### src/rtl/line_fill_buffer_pkg.sv
// Shared defaults, AXI4 encodings and FSM state encoding for the line fill buffer.
package line_fill_buffer_pkg;

    localparam int unsigned LFB_LINE_WORDS = 8;
    localparam int unsigned LFB_LINE_B     = 5;

    localparam logic [1:0] AXI_BURST_WRAP = 2'b10;
    localparam logic [2:0] AXI_SIZE_4B    = 3'b010;
    localparam logic [1:0] AXI_RESP_OKAY  = 2'b00;

    typedef enum logic [2:0] {
        StIdle,
        StAddr,
        StData,
        StDone,
        StDrain
    } lfb_state_e;

endpackage

### src/rtl/lfb_wrap_counter.sv
// Maps a beat count onto its line word index for a critical-word-first WRAP burst.
module lfb_wrap_counter
    import line_fill_buffer_pkg::*;
#(
    parameter int unsigned LINE_WORDS = LFB_LINE_WORDS,
    localparam int unsigned IdxW = $clog2(LINE_WORDS)
) (
    input  logic [IdxW-1:0] start_i,
    input  logic [IdxW-1:0] count_i,
    output logic [IdxW-1:0] word_idx_o,
    output logic            last_o
);

    // Truncation to IdxW bits gives the modulo-LINE_WORDS wrap for free.
    assign word_idx_o = start_i + count_i;
    assign last_o     = (count_i == IdxW'(LINE_WORDS - 1));

endmodule

### src/rtl/line_fill_buffer.sv
// Cache line fill buffer: issues one AXI4 WRAP burst per miss and assembles the line.
module line_fill_buffer
    import line_fill_buffer_pkg::*;
#(
    parameter int unsigned LINE_WORDS = LFB_LINE_WORDS,
    parameter int unsigned LINE_B     = LFB_LINE_B
) (
    input  logic                    Clk,
    input  logic                    Rst,
    input  logic                    Enable,
    input  logic [31:0]             ReqAddress,
    output logic [31:0]             LineAddress,
    output logic                    FirstWord,
    output logic [31:0]             CrtData,
    output logic [32*LINE_WORDS-1:0] LineData,
    output logic                    Completed,
    output logic                    Occupied,
    output logic                    Error,
    output logic [31:0]             ARADDR,
    output logic [7:0]              ARLEN,
    output logic [2:0]              ARSIZE,
    output logic [1:0]              ARBURST,
    output logic                    ARVALID,
    input  logic                    ARREADY,
    input  logic [31:0]             RDATA,
    input  logic [1:0]              RRESP,
    input  logic                    RLAST,
    input  logic                    RVALID,
    output logic                    RREADY
);

    localparam int unsigned IdxW     = $clog2(LINE_WORDS);
    localparam logic [31:0] LineMask = ~((32'd1 << LINE_B) - 32'd1);

    lfb_state_e              state_q, state_d;
    logic [31:0]             addr_q, addr_d;
    logic [IdxW-1:0]         count_q, count_d;
    logic [32*LINE_WORDS-1:0] line_q, line_d;
    logic [31:0]             crt_q, crt_d;
    logic                    error_q, error_d;

    logic [IdxW-1:0]         word_idx;
    logic                    last_beat;

    lfb_wrap_counter #(
        .LINE_WORDS (LINE_WORDS)
    ) u_wrap_counter (
        .start_i    (addr_q[2 +: IdxW]),
        .count_i    (count_q),
        .word_idx_o (word_idx),
        .last_o     (last_beat)
    );

    always_comb begin
        state_d   = state_q;
        addr_d    = addr_q;
        count_d   = count_q;
        line_d    = line_q;
        crt_d     = crt_q;
        error_d   = error_q;
        ARVALID   = 1'b0;
        RREADY    = 1'b0;
        FirstWord = 1'b0;
        Completed = 1'b0;

        unique case (state_q)
            StIdle: begin
                if (Enable) begin
                    addr_d  = ReqAddress;
                    count_d = '0;
                    error_d = 1'b0;
                    state_d = StAddr;
                end
            end
            StAddr: begin
                ARVALID = 1'b1;
                // An abort seen here still has to finish the address handshake.
                if (ARREADY) begin
                    state_d = Enable ? StData : StDrain;
                end
            end
            StData: begin
                RREADY = 1'b1;
                if (RVALID) begin
                    line_d[32*int'(word_idx) +: 32] = RDATA;
                    count_d = count_q + IdxW'(1);
                    if (count_q == '0) begin
                        FirstWord = 1'b1;
                        crt_d     = RDATA;
                    end
                    if ((RRESP != AXI_RESP_OKAY) || (last_beat != RLAST)) begin
                        error_d = 1'b1;
                    end
                    // An abort on the final beat has nothing left to drain.
                    if (last_beat || RLAST) begin
                        state_d = Enable ? StDone : StIdle;
                    end else if (!Enable) begin
                        state_d = StDrain;
                    end
                end else if (!Enable) begin
                    state_d = StDrain;
                end
            end
            StDone: begin
                Completed = 1'b1;
                if (!Enable) begin
                    state_d = StIdle;
                end
            end
            StDrain: begin
                RREADY = 1'b1;
                if (RVALID && RLAST) begin
                    state_d = StIdle;
                end
            end
            default: state_d = StIdle;
        endcase
    end

    always_ff @(posedge Clk) begin
        if (Rst) begin
            state_q <= StIdle;
            addr_q  <= '0;
            count_q <= '0;
            line_q  <= '0;
            crt_q   <= '0;
            error_q <= 1'b0;
        end else begin
            state_q <= state_d;
            addr_q  <= addr_d;
            count_q <= count_d;
            line_q  <= line_d;
            crt_q   <= crt_d;
            error_q <= error_d;
        end
    end

    assign CrtData     = FirstWord ? RDATA : crt_q;
    assign LineData    = line_q;
    assign LineAddress = addr_q & LineMask;
    assign Occupied    = (state_q != StIdle);
    assign Error       = error_q;
    assign ARADDR      = {addr_q[31:2], 2'b00};
    assign ARLEN       = 8'(LINE_WORDS - 1);
    assign ARSIZE      = AXI_SIZE_4B;
    assign ARBURST     = AXI_BURST_WRAP;

endmodule

### config.mk
export PLATFORM = sky130hd
export DESIGN_NAME = line_fill_buffer
export DESIGN_NICKNAME = d
export VERILOG_FILES = /design/src/rtl/line_fill_buffer_pkg.sv /design/src/rtl/lfb_wrap_counter.sv /design/src/rtl/line_fill_buffer.sv
export SDC_FILE = /design/constraint.sdc
export NUM_CORES = 1
export LEC_CHECK = 0
export ABC_AREA = 1
export ABC_CLOCK_PERIOD_IN_PS = 6100
export CAP_MARGIN = 20
export CORE_AREA = 2 2 170 172
export CTS_CLUSTER_SIZE = 28
export DETAILED_ROUTE_END_ITERATION = 6
export DIE_AREA = 0 0 172 174
export GPL_TIMING_DRIVEN = 1
export PLACE_DENSITY = 0.81
export SETUP_SLACK_MARGIN = 0.02
export SLEW_MARGIN = 20
export SYNTH_ARGS = -nofsm -noshare
export SYNTH_HDL_FRONTEND = slang
export SYNTH_SLANG_ARGS = --single-unit
export TNS_END_PERCENT = 5
### constraint.sdc
create_clock -name Clk -period 6.1 [get_ports Clk]
set_input_delay 1.22 -clock Clk [delete_from_list [all_inputs] [get_ports Clk]]
set_output_delay 1.22 -clock Clk [all_outputs]
set_load 0.02 [all_outputs]
==> summary.md <==
| Metric | Value |
|---|---|
| Outcome | complete, no violations |
| Slowest cell on crit path | clkdlybuf4s50_1 |
| Top-area cell type share of the netlist area | 47.0% |
| Clock Skew | 0.0197 ns |
| Rows | 62 |
| # hold bufs at CTS | 0 |
| Flip-flop and latch area | 6510 um2 |
| Filler instances | 2418 |
| Hold Path End | LineData[13]$_SDFFE_PP0P_ |
| Post-DP HPWL | 34200 um |
| Clk slew on worst S/H paths | 0.05 ns |
| Starting Density | 49.0% |
| Global route overflow | 0 |
| Die area | 29900 um2 |
| GP Congestion | 0.914 |
| Die width | 172 um |
| Initial antenna violation count | 1 |
| Final period utilization | 83.3% |
| Hold WS | 0.444 ns |
| Multi-input logic area | 5970 um2 |
| Hold Vio Cnt, Final | 0 |
| Setup Buffers After CTS | 0 |
| Clock Sinks | 325 |
| R2R Setup Slk | 1.82 ns |
| Synthesis-stage register bit count | 325 |
| Post_cts resized | 0 |
| Final Total Pwr | 6380 uW |
| Clock root buffer | clkbuf_16 |
| Via count | 14200 |
| Worst Hold Launch | LineData[13]$_SDFFE_PP0P_ |
| Critical path data arrival time | 3.86 ns |
| Worst EP required | 4.88 ns |
| Setup violators final | 0 |
| Nets | 2243 |
| Fmax | 197 MHz |
| Core ar. | 28200 um2 |
| Die span in y | 174 um |
| Total leakage power | 0.00777 uW |
| Cell taking the most area after synthesis | dfxtp_1 |
| Avg Cell Area, Syn | 7.46 um2 |
| Mapped Area | 13800 um2 |
| CP max FO | 33 |
| RSZ-0062 raised after global routing | no |
| Crit path kind | in2out |
| Hold Path Class | reg2reg |
| Top cells by area, synth | dfxtp_1 (47%), nor2_1 (10%), o21ai_0 (5.9%) |
| Initial DRC Count | 1503 |
| Final Max Slew Viols | 0 |
| FF-to-FF Start | count_q[0]$_SDFFE_PP0P_ |
| VDD IR max | 0.366 mV |
| Vias in the first global route | 13000 |
| Slew headroom | 25.3% |
| Clock buffer count from CTS | 35 |
| Worst setup SP type | primary input |
| First-pass GRT wire length | 76300 um |
| Hold path depth | 2 |
| CTS max path bufs | 3 |
| Routed Antenna Nets | 0 |
| WL per Instance | 20.0 um |
| Largest net degree at the start of global routing | 131 |
| Distinct cells, synth | 34 |
| Least-Margin Pin Slew | 1.12 ns |
| Share of layout cells above drive strength 1 | 6.82% |
| Part of the Yosys area used for sequential elements | 47.0% |
| DRC | 0 |
| H-tree depth | 2 |
| FF-to-FF End | LineData[94]$_SDFFE_PP0P_ |
| Via-per-instance ratio | 5.53 |
| Post-Route Setup TNS | 0 ns |
| PortBufs | 420 |
| Final min period | 5.08 ns |
| I/O pins | 443 |
| Synth warn | 0 |
| PwrDens | 337 nW/um2 |
| All-Layer GR Usage | 33.2% |
| Ordered cell list for the critical path | clkdlybuf4s50_1 -> inv_1 -> nor2_8 -> nand3_2 -> buf_4 -> inv_2 -> or2_2 -> o21ai_0 -> inv_1 -> clkdlybuf4s50_1 |
| WL final | 51400 um |
| CTS tree | yes |
| CP peak stage delay | 0.62 ns |
| Clk_lat worst skew | 0.53 ns |
| Synth Instances | 1855 |
| Pre-antenna DRT Iters | 6 |
| Area delta synth->final | 36.7% |
| MaxCap Viol Count | 0 |
| Setup crit end kind | output port |
| Reg2Reg Depth | 14 |
-- state kept, by name, indices dropped and copies added (netlist names) --
name / cells
state_q: 3
Error: 1
LineData: 256
addr_q: 30
count_q: 3
crt_q: 32
-- routing by layer --
metal	vias to the layer above	share of wire (%)	global-route usage, %
li1	6643	-	-
met1	6654	39	42.1
met2	748	45	51.9
met3	168	10	8.36
met4	2	5.9	17.4
met5	-	0.019	0
-- worst max-delay path: cells and delay by family --
family | cells | cell delay (ns)
compound gates | 1 | 0.13
buf+inv | 6 | 1.94
simple gates | 3 | 0.53
-- area by class of cell --
class | instances | area share (%)
tap | 384 | 2.54
antenna | 1 | 0.0132
inverter | 112 | 2.26
clock inverter | 7 | 0.278
clock buffer | 51 | 5.43
multi-input combinational | 1235 | 31.6
timing repair buffer | 454 | 23.5
sequential | 325 | 34.4
-- layout by cell type (no fill, tap or decap), types with 5 or more instances in the layout --
cell type / instances
nor2_1: 375
nand4_1: 36
nand2_1: 169
o21ai_1: 37
clkbuf_8: 7
conb_1: 20
clkbuf_1: 8
dfxtp_1: 325
nor2_4: 5
nand3_1: 157
nor3_1: 52
a211oi_1: 13
clkbuf_16: 36
o21ai_0: 162
clkdlybuf4s50_1: 419
buf_4: 34
inv_1: 102
inv_2: 8
a21oi_1: 125
or2_2: 32
o211a_1: 28
-- synth_stat cells --
master,number
o21ai_1,37
nor2_4,3
inv_4,1
nand4_1,36
o211a_1,28
nand4_4,2
nand2_1,169
conb_1,2
nand2_2,2
nand4_2,2
inv_1,105
nor2_1,377
nor2_2,2
inv_2,6
or2_2,32
clkbuf_1,90
dfxtp_1,325
nand3_4,1
nor2_8,2
ha_1,7
nand3_2,3
buf_2,46
buf_1,6
fa_1,1
a211oi_1,13
o21ai_0,162
a21oi_1,125
nand3_1,157
clkbuf_2,3
buf_6,6
buf_4,50
nor3_1,52
and3_1,1
o211ai_1,1
-- logic make-up after synthesis --
kind of cell | after synthesis | share of synthesized area (%)
AND/OR/NAND/NOR | 841 | 27.0
buffers and inverters | 313 | 10.6
adder cells (fa/ha/maj) | 8 | 0.777
AO/OA/AOI/OAI | 366 | 14.5
flip-flops | 325 | 47.0
other | 2 | 0.0543
-- through the flow --
| step | worst slack, ns | instances | util [%] | cell area [um2] |
|---|---|---|---|---|
| after floorplan | 2.55 | 1873 | - | 13900 |
| after global placement | 1.11 | 2510 | 63.1 | 17800 |
| after detailed placement | 1.06 | 2510 | 63.2 | 17800 |
| after CTS | 1.05 | 2568 | 67.0 | 18900 |
| after global routing | 0.886 | 2568 | 67.0 | 18900 |
| final | 1.02 | 2569 | 67.0 | 18900 |
-- report_power, final --
part | total, uW | internal, uW | switching, uW
Combinational | 2100 | 543 | 1560
Clock | 2020 | 1170 | 855
Sequential | 2250 | 2200 | 57.8
-- worst max path at each step --
stage / start / end / slack (ns) / depth (start not counted)
3_3_place_gp: RVALID / CrtData[23] / 1.11 / 10
2_1_floorplan: RVALID / CrtData[23] / 2.55 / 8
6_report: RVALID / CrtData[27] / 1.02 / 10
5_1_grt: RVALID / CrtData[27] / 0.89 / 10
4_1_cts: RVALID / CrtData[27] / 1.05 / 10
3_5_place_dp: RVALID / CrtData[27] / 1.06 / 10
Power figures use the tool's default switching activity.
